[config.mk]
export PLATFORM = sky130hd
export DESIGN_NAME = id_operand_stage
export DESIGN_NICKNAME = d
export VERILOG_FILES = /design/src/rtl/id_operand_stage.sv
export SDC_FILE = /design/constraint.sdc
export NUM_CORES = 1
export LEC_CHECK = 0
export ABC_AREA = 1
export CAP_MARGIN = 5
export CORE_MARGIN = 2
export CORE_UTILIZATION = 47
export DETAILED_ROUTE_END_ITERATION = 12
export HOLD_SLACK_MARGIN = 0.02
export MAX_ROUTING_LAYER = met4
export PLACE_DENSITY = 0.8
export SYNTH_ARGS = -nofsm -noshare
export SYNTH_HDL_FRONTEND = slang
export SYNTH_SLANG_ARGS = --single-unit
[constraint.sdc]
create_clock -name clk -period 3.07 [get_ports clk]
set_clock_uncertainty 0.2 [all_clocks]
set_input_delay 0.307 -clock clk [delete_from_list [all_inputs] [get_ports clk]]
set_output_delay 0.307 -clock clk [all_outputs]
set_load 0.01 [all_outputs]
[src/rtl/id_operand_stage.sv]
// id_operand_stage: decode-stage operand block of the 16-bit, 4-register CPU.
// It holds the register file and selects each source operand from the register
// file or from one of three in-flight results. It drives the compare flags used
// by the ID branch logic and loads the ID/EX pipeline register.
// Build option: define ID_WRITE_BYPASS_EN to make a same-cycle register-file
// write visible on the read ports (write-through). Without it, a read returns
// the stored value and the new value appears after the clock edge.
//
// Pipeline qualification: valid_ID_EX_out marks a real instruction in ID/EX.
// There is no ready signal. hold is the stall and keeps every ID/EX output.
// flush inserts a bubble and overrides hold. When neither is asserted, the
// register loads on every rising edge.
module id_operand_stage #(
    parameter int DATA_WIDTH = 16,
    parameter int NUM_REGS   = 4
) (
    input  logic                  clk,
    input  logic                  reset_n,
    input  logic [1:0]            rs,
    input  logic [1:0]            rt,
    input  logic [1:0]            rd_in,
    input  logic                  RegWrite_in,
    input  logic                  instr_valid_in,
    input  logic [1:0]            IDforwardA,
    input  logic [1:0]            IDforwardB,
    input  logic [DATA_WIDTH-1:0] fwd_mem_wb_data,
    input  logic [DATA_WIDTH-1:0] fwd_ex_mem_data,
    input  logic [DATA_WIDTH-1:0] fwd_id_ex_data,
    input  logic                  wb_write,
    input  logic [1:0]            wb_addr,
    input  logic [DATA_WIDTH-1:0] wb_data,
    input  logic                  hold,
    input  logic                  flush,
    output logic [DATA_WIDTH-1:0] operand_a,
    output logic [DATA_WIDTH-1:0] operand_b,
    output logic                  cmp_eq,
    output logic                  cmp_a_neg,
    output logic                  cmp_a_zero,
    output logic [DATA_WIDTH-1:0] rs_data_ID_EX_out,
    output logic [DATA_WIDTH-1:0] rt_data_ID_EX_out,
    output logic [1:0]            rd_ID_EX_out,
    output logic                  RegWrite_ID_EX_out,
    output logic                  valid_ID_EX_out
);

    logic [DATA_WIDTH-1:0] regFile [NUM_REGS];
    logic [DATA_WIDTH-1:0] rsRead;
    logic [DATA_WIDTH-1:0] rtRead;

    // Forwarding code: 00 regfile, 01 MEM/WB, 10 EX/MEM, 11 ID/EX.
    function automatic logic [DATA_WIDTH-1:0] selOperand(
        input logic [1:0]            code,
        input logic [DATA_WIDTH-1:0] regVal
    );
        logic [DATA_WIDTH-1:0] result;
        case (code)
            2'b01:   result = fwd_mem_wb_data;
            2'b10:   result = fwd_ex_mem_data;
            2'b11:   result = fwd_id_ex_data;
            default: result = regVal;
        endcase
        return result;
    endfunction

    // Register-file write port. Hold and flush do not block it.
    always_ff @(posedge clk or negedge reset_n) begin
        if (!reset_n) begin
            for (int i = 0; i < NUM_REGS; i++) begin
                regFile[i] <= '0;
            end
        end else if (wb_write) begin
            regFile[wb_addr] <= wb_data;
        end
    end

    // Asynchronous read ports, with optional write-through of the pending write.
    always_comb begin
        rsRead = regFile[rs];
        rtRead = regFile[rt];
`ifdef ID_WRITE_BYPASS_EN
        if (wb_write && (wb_addr == rs)) rsRead = wb_data;
        if (wb_write && (wb_addr == rt)) rtRead = wb_data;
`endif
    end

    // Operand selection and branch-compare flags, all combinational.
    always_comb begin
        operand_a  = selOperand(IDforwardA, rsRead);
        operand_b  = selOperand(IDforwardB, rtRead);
        cmp_eq     = (operand_a == operand_b);
        cmp_a_neg  = operand_a[DATA_WIDTH-1];
        cmp_a_zero = (operand_a == '0);
    end

    // ID/EX pipeline register. Priority is flush, then hold, then load.
    always_ff @(posedge clk or negedge reset_n) begin
        if (!reset_n) begin
            rs_data_ID_EX_out  <= '0;
            rt_data_ID_EX_out  <= '0;
            rd_ID_EX_out       <= '0;
            RegWrite_ID_EX_out <= 1'b0;
            valid_ID_EX_out    <= 1'b0;
        end else if (flush) begin
            rs_data_ID_EX_out  <= '0;
            rt_data_ID_EX_out  <= '0;
            rd_ID_EX_out       <= '0;
            RegWrite_ID_EX_out <= 1'b0;
            valid_ID_EX_out    <= 1'b0;
        end else if (!hold) begin
            rs_data_ID_EX_out  <= operand_a;
            rt_data_ID_EX_out  <= operand_b;
            rd_ID_EX_out       <= rd_in;
            RegWrite_ID_EX_out <= RegWrite_in & instr_valid_in;
            valid_ID_EX_out    <= instr_valid_in;
        end
    end

endmodule

# Word level (Yosys, flattened, before mapping)
# Index checks and enable logic that the tools add are counted.
# op_classes
n_lt_le_gt_ge	4
eq_ne	8
n_mux	21
bitwise_logic	4
reduce_logical	2
# op_table
operator	count
$mux 16	9
$pmux 16 s3	2
$bmux 16 s2	2
$bwmux 64	1
$demux 16 s2	1
$eq 16x16->1	1
$logic_not 16->1	1
$ge 3x3->1 const B	3
$not 2->3	3
$eq 2x2->1 const B	4
$eq 2x1->1 const B	2
$mux 1	4
$mux 2	2
$lt 3x1->1 const B	1
$ne 2x1->1 const B	1
$and 1x1->1	1
$logic_and 1x1->1	1
# word_totals
reg_bits	100
in_bits	83
elab_cells	48

# Depth between registers and ports, before layout
# Gate-level depths: netlist of the first run.
# depth
depth_word	7
depth_mapped	15
ltp_nobuf	13

# Least setup slack after synthesis of the first run
# Ideal clock, no wire load.
# synth_path
kind	input -> output
startpoint	input port IDforwardB[0]
endpoint	output port cmp_eq
t_arrival_ps	1557
required_time_ps	2563
slack_ps	1006
cell_stages	12
path_cell_list	buf_2 > nor2_1 > nand2_1 > nand2_1 > nor2_1 > nand2_1 > nand2_1 > nand2_1 > nand2_1 > nor2_1 > nand2_1 > nor2_1
# synth_via
elab_chain_len	3
elab_cells_between_ends	5
cone_classes	eq/ne: 4; mux: 1
# synth_rtl
item	line	source
from (decl)	25	input logic [1:0] IDforwardB,
$eq 2x2->1 or $eq 2x1->1 (tied branches)	56	case (code)
$pmux 16 s3 *	56	
net operand_b[3]	35	output logic [DATA_WIDTH-1:0] operand_b,
$eq 16x16->1 *	90	cmp_eq = (operand_a == operand_b);
to (decl)	36	output logic cmp_eq,
# Mark *: on every way through the listed nets, which the timed path passes. The rest lies on a longest branch.

# Final worst setup path of the first run
# layout_path
startpoint	input port rt[0]
endpoint	output port cmp_eq
# layout_via
elab_chain_len	6
# layout_rtl
item	line	source
from (decl)	20	input logic [1:0] rt,
$not 2->3 (implied by the code)	79	rtRead = regFile[rt];
$bmux 16 s2	79	
$mux 16 (implied by the code) (2 in a row)	79	
$pmux 16 s3	56	
$eq 16x16->1	90	
# No other way between the ends. The select of a mux whose other input is x is not followed.

==> results of run 1 <==
[cells by family after synthesis]
family                 count (synthesis)  synth area share [%]
AND/OR/NAND/NOR                      754                  45.2
AO/OA/AOI/OAI                        132                  9.77
buffers and inverters                140                  8.47
flip-flops                           100                  36.6
[power by group]
part | switching (W) | internal [W]
combinational | 0.000749 | 0.000670
clock | 0.000535 | 0.000638
sequential | 0.000151 | 0.00148
total | 0.00143 | 0.00279
[flip-flops by register name, indices dropped and copies added, names as in the netlist]
register	count
rd_ID_EX_out	2
RegWrite_ID_EX_out	1
rt_data_ID_EX_out	16
regFile	64
rs_data_ID_EX_out	16
valid_ID_EX_out	1
[routing by layer]
metal | GRT usage [%] | up-vias | routed length [µm]
li1 | - | 4074 | -
met1 | 46.4 | 3691 | 10900
met2 | 47.8 | 446 | 10700
met3 | 4.55 | 54 | 2250
met4 | 11.8 | 0 | 772
met5 | - | - | 0
[cells in the mapped netlist, drive strengths merged]
library cell	instances
a21oi	3
and2	1
buf	29
clkbuf	30
clkinv	2
dfrtp	100
inv	79
nand2	511
nand3	163
nand4	10
nor2	68
o211ai	3
o21ai	126
or2	1
[worst paths after layout]
path	cells past startpoint	to	startpoint
setup / recovery	15	cmp_eq	rt[0]
hold / removal	2	rs_data_ID_EX_out[10]	reset_n
setup reg to reg	6	rs_data_ID_EX_out[15]	regFile[31]
hold reg to reg	2	regFile[23]	regFile[23]
max in group asynchronous	3	rd_ID_EX_out[1]	reset_n
min in group clk	3	rd_ID_EX_out[1]	rd_in[1]
[through the flow]
| step | worst slack [ps] | hold WS, ps |
|---|---|---|
| after detailed placement | -228 | 113 |
| after floorplan | 1010 | -189 |
| final | 106 | 276 |
| after CTS | 134 | 286 |
| after global routing | 23.2 | 320 |
| after global placement | -257 | 115 |
[what timing repair did]
| item | in CTS | in global routing |
|---|---|---|
| hold buffers | 1 | 0 |
| endpoints found under the hold margin | 40 | 0 |
| setup buffers | 0 | 0 |
| setup endpoints to repair | 2 | 0 |
| gates resized for setup | 10 | 0 |
[critical path, cell delays in order]
cell and delay, ps:
clkdlybuf4s50_1 570, inv_1 110, buf_4 210, nand2_1 70, nand2_1 50, nand2_1 70, nand3_1 120, nand2_1 130
nand2_1 60, nand2_1 70, nand2_1 60, nor2_1 90, nand2_1 60, nor2_1 170, dlygate4sd2_1 300
[layout make-up]
cell class / instances / area, µm²
clock buffer: 9 / 225
clock inverter: 6 / 71.3
inverter: 81 / 304
fill: 1275 / 4530
tap: 184 / 230
timing repair buffer: 292 / 2750
sequential: 100 / 2500
multi-input combinational: 886 / 3760
==> impl_results.md, run 1 <==
* Fin Setup TNS at 0 ps
* Final core occ at 68.5%
* Syn_area_per_cell at 6.07 µm²
* Worst setup EP type: primary output
* Slew Viols, Final at 0
* Final Hold Fails at 0
* Synth area leaders: dfrtp_1 37%, nand2_1 28%, nand3_1 12%, o21ai_0 8.5%, inv_1 4.1%
* Root Driver: clkbuf_16
* Status: completed
* CTS clock-pin slew for the worst setup and hold paths at 70 ps
* Final GP Congestion at 1.00
* Clock buffer count from CTS at 9
* Slew HR at 49.5%
* Register area share after synthesis at 36.6%
* FF+latch count, synth at 100
* Worst-Margin Slew at 757 ps
* MaxCap Viol Count at 0
* Area Overhead vs Synth at 43.9%
* Power Total at 0.00423 W
* Iter 0 DRT Violations at 922
* DRC at 0
* F_max at 337 MHz
* Clk buf depth at 2
* Final period util at 96.6%
* Required time of the critical path at 2560 ps
* Share of layout cells above drive strength 1 at 12.2%
* Initial antenna violation count at 0
* # rows at 44
* IO Port Bufs at 153
* Inst Count DP at 1542
* Final instance area at 0.00984 mm²
* Yosys top cell by area: dfrtp_1
* Routed length per instance at 15.8 µm
* Die X at 125 µm
* Non-filler instance count after layout at 1558
* Core Area at 0.0144 mm²
* Post-synth top area share at 36.6%
* Die H at 125 µm
* Total length of routed wires at 24.6 mm
* Initial core utilization at 47.6%
* Gr ovfl total at 0
* Global-route wire length before repair at 39.9 mm
* CP arrival at 2460 ps
* Vias per inst at 5.30
* # diodes at 0
* Vias at 8265
* # nets final at 1453
* CTS tree: built
* H-tree depth at 3
* Cell Area, Synth at 0.00684 mm²
* Placement-stage cell area at 0.00953 mm²
* Crit path kind: in -> out
* Worst min-delay path class: in -> async
* Worst skew pair latency at 350 ps
* Clk sinks at 100
* Syn Nets at 1209
* Die footprint at 0.0155 mm²
* Post-Synthesis Cells at 1126
* Reg-to-reg setup timing slack at 1570 ps
* Most common cell after layout, fill and taps aside: nand2_1
* Crit-path max FO at 16
* Unrepaired setup endpoints after global routing: no
* YS warnings at 0
* Gr usage total at 32.7%
* I/O pin cnt at 154
* Fin crit period at 2960 ps
* Final setup vio count at 0
* P_leak at 5.11 nW
* Antenna Nets Post-Route at 0
* Worst VDD drop at 0.000334 V
* DP HPWL at 19.0 mm
* Pwr dens at 430 mW/mm²
* Largest net degree at the start of global routing at 43
* Crit path launch type: input pin
* Most frequent cells in the layout: 509 x nand2_1, 163 x nand3_1, 147 x clkdlybuf4s50_1
* DRT Pass-1 Iters at 6
* Vias in the first global route at 7629
* Synth cell types at 22
Note: power is estimated with default switching activity, not from simulation.
==> inputs of run 2 (changes only) <==
CTS_CLUSTER_DIAMETER = 200   (was unset)
==> results of run 2 <==
The final DEF is identical to that of run 1; final timing and power are the same.
==> inputs of run 3 (changes only) <==
RECOVER_POWER = 25   (was unset)
==> impl_results.md, run 3 (synthesis results as in run 1) <==
* Post-CTS Setup Repair Bufs at 0 (unchanged)
* Unrepaired setup endpoints after global routing: no
* CTS clock-pin slew for the worst setup and hold paths at 70 ps (about the same)
* DP HPWL at 19.0 mm (unchanged)
* Status: finished, violations left
* Clock buffer count from CTS at 9 (unchanged)
* Die footprint at 0.0155 mm² (unchanged)
* Power Total at 0.00423 W (about the same)
* Die X at 125 µm (unchanged)
* # nets final at 1453 (unchanged)
* H-tree depth at 3 (unchanged)
* Slew Viols, Final at 37 (+37)
* Crit path kind: in -> out
* Worst VDD drop at 0.000334 V (+0.16%)
* # rows at 44 (unchanged)
* IO Port Bufs at 153 (unchanged)
* F_max at 336 MHz (-0.42%)
* Violated checks: max-capacitance violations, max-slew violations
* Internal at 0.00279 W (about the same)
* Antenna Nets Post-Route at 0 (unchanged)
* Regs by FF count: regFile x64, rs_data_ID_EX_out x16, rt_data_ID_EX_out x16
* Crit path max-delay cell type: clkdlybuf4s50_1
* Max reg flops at 64 (unchanged)
* Clk sinks at 100 (unchanged)
* CP dominant cell by count: nand2_1
* Worst skew pair latency at 350 ps (about the same)
* P_leak at 5.10 nW (-0.26%)
* # diodes at 0 (unchanged)
* Fin crit period at 2980 ps (+12.4 ps)
* Die H at 125 µm (unchanged)
* Area Overhead vs Synth at 43.7%
* Clk buf depth at 2 (unchanged)
* Minimum hold slack at 292 ps (+16.2 ps)
* Largest net degree at the start of global routing at 43 (unchanged)
* Vias in the first global route at 7629 (unchanged)
* Non-filler instance count after layout at 1558 (unchanged)
* MaxCap Viol Count at 1 (+1)
* Sw Pwr at 0.00144 W (+0.45%)
* Routed length per instance at 15.8 µm (about the same)
* Gr ovfl total at 0 (unchanged)
* Total length of routed wires at 24.6 mm (about the same)
* Iter 0 DRT Violations at 932 (+1.1%)
* Pwr dens at 431 mW/mm² (+0.28%)
* I/O pin cnt at 154 (unchanged)
* Final Hold Fails at 0 (unchanged)
* Initial antenna violation count at 0 (unchanged)
* Global-route wire length before repair at 39.9 mm (unchanged)
* Crit path launch type: input pin
* Crit-path max FO at 10 (-6)
* DRT Pass-1 Iters at 5 (-1)
* Slew HR at -2.99% (-52 points)
* Worst-Margin Slew at 1540 ps (+788 ps)
* Gr usage total at 32.7% (unchanged)
* Critical path cell sequence: clkdlybuf4s50_1 > buf_4 > nand2_2 > buf_4 > nor2_1 > nor2_1 > nand2_1 > nand2_1 > nand2_1 > nand2_1 > nor2_1 > nand2_1 > nor2_1 > dlygate4sd2_1
* Initial core utilization at 47.6% (unchanged)
* Root Driver: clkbuf_16
* Final GP Congestion at 1.00 (unchanged)
* Final setup vio count at 0 (unchanged)
* Worst setup EP type: primary output
* CTS tree: built
* Most common cell after layout, fill and taps aside: nand2_1
* CP arrival at 2470 ps (about the same)
* Share of layout cells above drive strength 1 at 11.9% (-0.29 points)
* Inst Count DP at 1542 (unchanged)
* Final core occ at 68.4% (-0.12 points)
* Required time of the critical path at 2560 ps (about the same)
* Most frequent cells in the layout: 509 x nand2_1, 163 x nand3_1, 145 x clkdlybuf4s50_1
* DRC at 0 (unchanged)
* Delay of the slowest critical-path stage at 530 ps (-40 ps)
* Net Sw Frac at 34.1% (+0.12 points)
* Worst min-delay path class: in -> reg
* Vias per inst at 5.31 (about the same)
* Vias at 8266 (+0.012%)
* Final period util at 97.0% (+0.40 points)
* Clk pwr share at 27.9% (about the same)
* Core Area at 0.0144 mm² (unchanged)
* Combinational Power Share at 33.5% (about the same)
* Share of power burned in registers at 38.7% (about the same)
* Most flops, register: regFile
run 3: timing repair:
item | in CTS | in global routing
resized for setup | 10 | 0
hold buffers | 1 | 0
hold endpoints to repair | 40 | 0
endpoints found under the setup margin | 2 | 0
run 3: layout make-up:
| cell class | instances | area (µm²) |
|---|---|---|
| fill | 1277 | 4550 |
| sequential | 100 | 2500 |
| clock buffer | 9 | 225 |
| tap | 184 | 230 |
| inverter | 81 | 304 |
| timing repair buffer | 292 | 2730 |
| clock inverter | 6 | 71.3 |
| multi-input combinational | 886 | 3760 |
run 3: per-layer routing:
metal	GRT usage, %	vias up	routed length [µm]
li1	-	4080	-
met1	46.4	3697	11000
met2	47.8	429	10600
met3	4.55	60	2170
met4	11.8	0	835
met5	-	-	0
run 3: final timing paths:
kind / cells past startpoint / startpoint / to / slack [ps]
setup / recovery: 14 / IDforwardA[0] / cmp_eq / 90
max in group asynchronous: 3 / reset_n / rs_data_ID_EX_out[13] / 1200
setup reg to reg: 7 / regFile[38] / rs_data_ID_EX_out[6] / 1560
hold / removal: 3 / rd_in[1] / rd_ID_EX_out[1] / 290
min in group asynchronous: 2 / reset_n / rs_data_ID_EX_out[9] / 490
hold reg to reg: 2 / RegWrite_ID_EX_out / RegWrite_ID_EX_out / 320
run 3: power by group through the flow:
stage	logic, W	clock network, W	registers (W)
CTS	0.00141	0.00119	0.00163
floorplan	0.000664	0	0.00162
global route	0.00157	0.00125	0.00165
detailed placement	0.00140	0	0.00165
finish	0.00142	0.00118	0.00164
global placement	0.00138	0	0.00164
run 3: metrics by stage:
stage	area (µm²)	setup slack, ps	setup TNS (ps)
2_1_floorplan	6840	1010	0
3_3_place_gp	9530	-257	-392
3_5_place_dp	9530	-228	-404
4_1_cts	9840	134	0
5_1_grt	9820	23.2	0
6_report	9820	93.3	0
run 3: worst max-delay path: cells and delay by family:
family / cells / cell delay [ps]
buffers and inverters: 4 / 1220
and+or+nand+nor: 10 / 950
==> patch 1 (settings of run 2) <==
The parameter `NUM_REGS` goes from 4 to 16.
--- a/src/rtl/id_operand_stage.sv
+++ b/src/rtl/id_operand_stage.sv
@@ -12,7 +12,7 @@
 // register loads on every rising edge.
 module id_operand_stage #(
     parameter int DATA_WIDTH = 16,
-    parameter int NUM_REGS   = 4
+    parameter int NUM_REGS   = 16
 ) (
     input  logic                  clk,
     input  logic                  reset_n,
Behaviour: no difference found for any inputs over 4 cycles, from zero or initial values and one cycle with reset_n low; that may be too few to reach the edited logic, so the function may still have changed.
==> patch 1 against run 2 <==
  * Wire length is 2.0% lower
  * Critical path depth is 3 lower
  * Critical path type unchanged
  * Die area is 0.99% higher
  * Clock power is 5% higher
  * Sequential cell count stayed put
  * Cell area is 1.4% lower
  * Worst setup slack better by 0.042 ns
  * Synthesized area is 1.0% higher
  * Maximum frequency is 1.5% higher
  * Via count is 2.3% lower
  * Register-to-register slack hardly changed
  * Largest cell class unchanged
  * Hold slack better by 0.016 ns
  * Power is 0.73% higher
  * Critical endpoint is now cmp_a_zero
==> patch 1: results (changes against run 2) <==
* completed — status, unchanged
* 9 — count of cells along the worst register-to-register path, was 6
* rt_data_ID_EX_out[0] — endpoint of the worst register-to-register path, was rs_data_ID_EX_out[15]
* sky130_fd_sc_hd__nand2_1 (494), sky130_fd_sc_hd__nand3_1 (148), sky130_fd_sc_hd__o21ai_0 (115), sky130_fd_sc_hd__dfrtp_1 (100), sky130_fd_sc_hd__inv_1 (76) — most numerous cell types in the synthesized netlist, was sky130_fd_sc_hd__nand2_1 (509), sky130_fd_sc_hd__nand3_1 (163), sky130_fd_sc_hd__o21ai_0 (116), sky130_fd_sc_hd__dfrtp_1 (100), sky130_fd_sc_hd__inv_1 (74)
* 0.00143 W — power spent charging and discharging nets, about the same
* 54 — pin count of the biggest net entering global routing, was 43
* 1189 — post-synth net total, was 1209
* 33.7% — proportion of total power due to net switching, was 33.9%
* 39.2 mm — wire length of the first global-routing pass, was 39.9 mm
* 88 — count of non-CTS inverters in the layout, was 81
* 24.1 mm — total wirelength of the detailed-routed design, was 24.6 mm
* 32.7% — share of power burned in combinational logic, was 33.6%
* sky130_fd_sc_hd__dfrtp_1 (36%), sky130_fd_sc_hd__nand2_1 (27%), sky130_fd_sc_hd__nand3_1 (11%), sky130_fd_sc_hd__o21ai_0 (8.3%), sky130_fd_sc_hd__inv_1 (4.1%) — top post-synthesis cells by area, was sky130_fd_sc_hd__dfrtp_1 (37%), sky130_fd_sc_hd__nand2_1 (28%), sky130_fd_sc_hd__nand3_1 (12%), sky130_fd_sc_hd__o21ai_0 (8.5%), sky130_fd_sc_hd__inv_1 (4.1%)
* 1.02 — global placement routability congestion, was 1.00
* 858 — multi-input gates, was 886
* 25 — number of distinct library cells after synthesis, was 22
* 14 — CP max FO, was 16
* 1419 — Post-layout nets, was 1453
* 48.7% — max_slew headroom, was 49.5%
* 279 — non-clock buffer total of the final layout, was 292
* 26.9% — fraction of area in non-clock buffers, was 27.9%
* 0.00123 W — clock network power, was 0.00117 W
* 3700 um2 — total area of multi-input combinational cells, was 3760 um2
* 0.000361 V — worst voltage drop across the vdd grid, was 0.000334 V
* 18.8 mm — half-perimeter wire length of the detailed placement result, was 19.0 mm
* 0.47 ns — crit-path max cell delay, was 0.57 ns
* 9.67% — Synth Area in Compound Gates, was 9.77%
* 7450 — number of global-route vias before repair, was 7629
* 5.04 nW — Leakage, was 5.11 nW
* 1106 — number of instances in the synthesized netlist, was 1126
* 1525 — Cell Count, Final, Fillers Out, was 1558
* 2.41 ns — arrival time at the worst endpoint, was 2.46 ns
* 13.0% — layout cells sized above 1, was 12.2%
* 11 — number of clock buffer instances in the layout, was 9
## patch 1: changes by cell type after synthesis, sizes merged, moves of 3 or more
cell / before / now
nand3: 163 / 148
buf: 29 / 38
nand2: 511 / 502
inv: 79 / 87
nand4: 10 / 7
clkbuf: 30 / 22
nor3: 0 / 3
nor2: 68 / 65
## patch 1: cell families (layout without fill, tap and decap cells)
group / Yosys count / count (layout)
DFF: 100 / 100
AOI/OAI and AO/OA: 132 / 132
and+or+nand+nor: 726 / 726
buffers and inverters: 148 / 383
## patch 1: repair_timing
action,4_1_cts,5_1_grt
setup buffers,0,0
hold endpoints to repair,47,0
hold buffers,1,0
resized for setup,3,13
gates cloned,0,0
setup endpoints to repair,2,2
## patch 1: per-layer routing
metal	global-route usage [%]	up-vias	part of all wire (%)
li1	-	3973	-
met1	45.2	3664	44
met2	48.3	394	44
met3	4.41	45	8.4
met4	10.3	0	2.9
met5	-	-	0
## patch 1: how the worst max path moves through the flow
| stage | start | end | slack, ns | cells after the start |
|---|---|---|---|---|
| finish | IDforwardA[1] | cmp_a_zero | 0.15 | 12 |
| floorplan | rt[0] | cmp_eq | 1.11 | 13 |
| global placement | IDforwardA[1] | cmp_eq | -0.28 | 15 |
| global route | rs[0] | cmp_a_zero | -0.04 | 14 |
| detailed placement | IDforwardA[1] | cmp_eq | -0.24 | 15 |
| CTS | IDforwardA[0] | cmp_eq | 0.06 | 15 |
## patch 1: metrics by stage
stage	area, um2	util [%]	TNS [ns]	hold WS [ns]	setup slack, ns
final	9710	67.3	0	0.291	0.148
after CTS	9680	67.1	0	0.289	0.0593
after global placement	9350	64.8	-0.477	0.156	-0.280
after global routing	9710	67.3	-0.0362	0.326	-0.0362
after floorplan	6910	-	0	-0.189	1.11
after detailed placement	9350	64.8	-0.428	0.158	-0.239
==> patch 2 (settings of run 2) <==
Without the edit above. Reset style: synchronous (`reset_n`), changed in 2 clocked blocks. Comments in the files are not updated.
--- a/src/rtl/id_operand_stage.sv
+++ b/src/rtl/id_operand_stage.sv
@@ -63,7 +63,7 @@
     endfunction
 
     // Register-file write port. Hold and flush do not block it.
-    always_ff @(posedge clk or negedge reset_n) begin
+    always_ff @(posedge clk) begin
         if (!reset_n) begin
             for (int i = 0; i < NUM_REGS; i++) begin
                 regFile[i] <= '0;
@@ -93,7 +93,7 @@
     end
 
     // ID/EX pipeline register. Priority is flush, then hold, then load.
-    always_ff @(posedge clk or negedge reset_n) begin
+    always_ff @(posedge clk) begin
         if (!reset_n) begin
             rs_data_ID_EX_out  <= '0;
             rt_data_ID_EX_out  <= '0;
Check against the original RTL: differs if reset_n is asserted again (counterexample within 4 cycles, from zero or initial values and one cycle with reset_n low); with reset_n held inactive, the same outputs for 4 cycles.
==> patch 2 against run 2 <==
  * Power fell by 11%
  * Critical endpoint unchanged
  * Non-clock buffer count fell by 50
  * Cell area down 4.9%
  * Worst setup slack worse by 0.011 ns
  * Sequential cell count did not move
  * Clock power fell by 7%
  * Via count down 7.2%
  * Wire length down 8.7%
  * Sequential power decreased by 4%
  * Largest power group unchanged
  * Synthesized area is 0.60% lower
  * Hold slack lost 0.011 ns
==> patch 2: results (changes against run 2) <==
* 1459 — count of placed standard cells including taps, was 1542
* 64 — count of flip-flops with a built-in enable after synthesis, was 0
* 17.8 mm — half-perimeter wire length of the detailed placement result, was 19.0 mm
* buffers and inverters — Largest delay share family, worst path, unchanged
* regFile[3][14] — startpoint of the worst register-to-register path, was regFile[31]
* completed — status, unchanged
* 37 — pin count of the biggest net entering global routing, was 43
* 1475 — Cell Count, Final, Fillers Out, was 1558
* 9.50% — layout cells sized above 1, was 12.2%
* sky130_fd_sc_hd__edfxtp_1 (28%), sky130_fd_sc_hd__nand2_1 (26%), sky130_fd_sc_hd__dfxtp_1 (11%), sky130_fd_sc_hd__nand3_1 (9.1%), sky130_fd_sc_hd__nor2_1 (8.1%) — top post-synthesis cells by area, was sky130_fd_sc_hd__dfrtp_1 (37%), sky130_fd_sc_hd__nand2_1 (28%), sky130_fd_sc_hd__nand3_1 (12%), sky130_fd_sc_hd__o21ai_0 (8.5%), sky130_fd_sc_hd__inv_1 (4.1%)
* 6974 — number of global-route vias before repair, was 7629
* reg2reg — type of the worst min-delay path, was in2async
* 1176 — post-synth net total, was 1209
* 22 — CP max FO, was 16
* 7 — count of cells along the worst register-to-register path, was 6
* 46.7% — max_slew headroom, was 49.5%
* 9070 um2 — Post-DP Area, was 9530 um2
* 15.2 um — average routed wire per standard cell, was 15.8 um
* 0% — async set-or-reset flop fraction in the synthesized netlist, was 100%
* 1093 — number of instances in the synthesized netlist, was 1126
* 38.9% — sequential cell area fraction in the yosys report, was 36.6%
* 2.47 ns — arrival time at the worst endpoint
* 25 — number of distinct library cells after synthesis, was 22
* 722 — initial detailed-routing violation count, was 922
* sky130_fd_sc_hd__nand2_1 (464), sky130_fd_sc_hd__nor2_1 (146), sky130_fd_sc_hd__nand3_1 (123), sky130_fd_sc_hd__inv_1 (93), sky130_fd_sc_hd__edfxtp_1 (64) — most numerous cell types in the synthesized netlist, was sky130_fd_sc_hd__nand2_1 (509), sky130_fd_sc_hd__nand3_1 (163), sky130_fd_sc_hd__o21ai_0 (116), sky130_fd_sc_hd__dfrtp_1 (100), sky130_fd_sc_hd__inv_1 (74)
* 1373 — Post-layout nets, was 1453
* 0.000333 V — worst voltage drop across the vdd grid, was 0.000334 V
* 0.55 ns — crit-path max cell delay, was 0.57 ns
* 4.74 nW — Leakage, was 5.11 nW
[patch 2: cell count changes after synthesis, moves of 19 or more]
cell / before / now
sky130_fd_sc_hd__nand2_1: 509 / 464
sky130_fd_sc_hd__dfxtp_1: 0 / 36
sky130_fd_sc_hd__o21ai_0: 116 / 39
sky130_fd_sc_hd__inv_1: 74 / 93
sky130_fd_sc_hd__dfrtp_1: 100 / 0
sky130_fd_sc_hd__nor2_1: 65 / 146
sky130_fd_sc_hd__nand3_1: 163 / 123
sky130_fd_sc_hd__edfxtp_1: 0 / 64
[patch 2: logic make-up after synthesis]
| kind of cell | Yosys count |
|---|---|
| AND/OR/NAND/NOR | 783 |
| AO/OA/AOI/OAI | 52 |
| flip-flops | 100 |
| buffers and inverters | 158 |
[patch 2: per-stage QoR]
stage / setup TNS (ns) / hold slack [ns]
finish: 0 / 0.265
global route: -0.0226 / 0.309
CTS: 0 / 0.268
detailed placement: -0.329 / 0.258
global placement: -0.301 / 0.252
floorplan: 0 / 0.252
[patch 2: area by class of cell]
class                           instances  area, um2
Timing Repair Buffer                  242       2350
Fill cell                            1300       4630
Clock buffer                           10        229
Multi-Input combinational cell        835       3480
Sequential cell                       100       2640
Tap cell                              180        225
Inverter                              102        387
Clock inverter                          6       47.5
[patch 2: layer usage]
| metal | wire [um] | global-route usage [%] | share of wire (%) | up-vias |
|---|---|---|---|---|
| li1 | - | - | - | 3849 |
| met2 | 10100 | 45.6 | 45 | 372 |
| met4 | 298 | 7.07 | 1.3 | 0 |
| met3 | 1790 | 3.53 | 8.0 | 29 |
| met5 | 0 | - | 0 | - |
| met1 | 10200 | 42.8 | 46 | 3418 |
[patch 2: worst paths after layout]
kind              slack (ns)               endpoint
setup reg to reg        1.48  rt_data_ID_EX_out[14]
hold reg to reg         0.27     RegWrite_ID_EX_out
hold / removal          0.27     RegWrite_ID_EX_out
setup / recovery        0.09                 cmp_eq
[patch 2: where the power goes]
group / internal, W / switching [W]
Clock: 0.000559 / 0.000527
Combinational: 0.000504 / 0.000600
Sequential: 0.00152 / 0.0000520
[patch 2: repair_timing]
item / CTS / global route
endpoints found under the setup margin: 2 / 2
resized for setup: 7 / 4
cloned: 0 / 0
endpoints found under the hold margin: 0 / 0
[patch 2: worst reg2reg max path, stage by stage (launching register included)]
cell	delay (ns)
sky130_fd_sc_hd__edfxtp_1	0.42
sky130_fd_sc_hd__nand2_1	0.09
sky130_fd_sc_hd__nand3_1	0.10
sky130_fd_sc_hd__nand3_1	0.16
sky130_fd_sc_hd__nand3_1	0.15
sky130_fd_sc_hd__buf_4	0.17
sky130_fd_sc_hd__o21ai_0	0.14
sky130_fd_sc_hd__inv_1	0.06
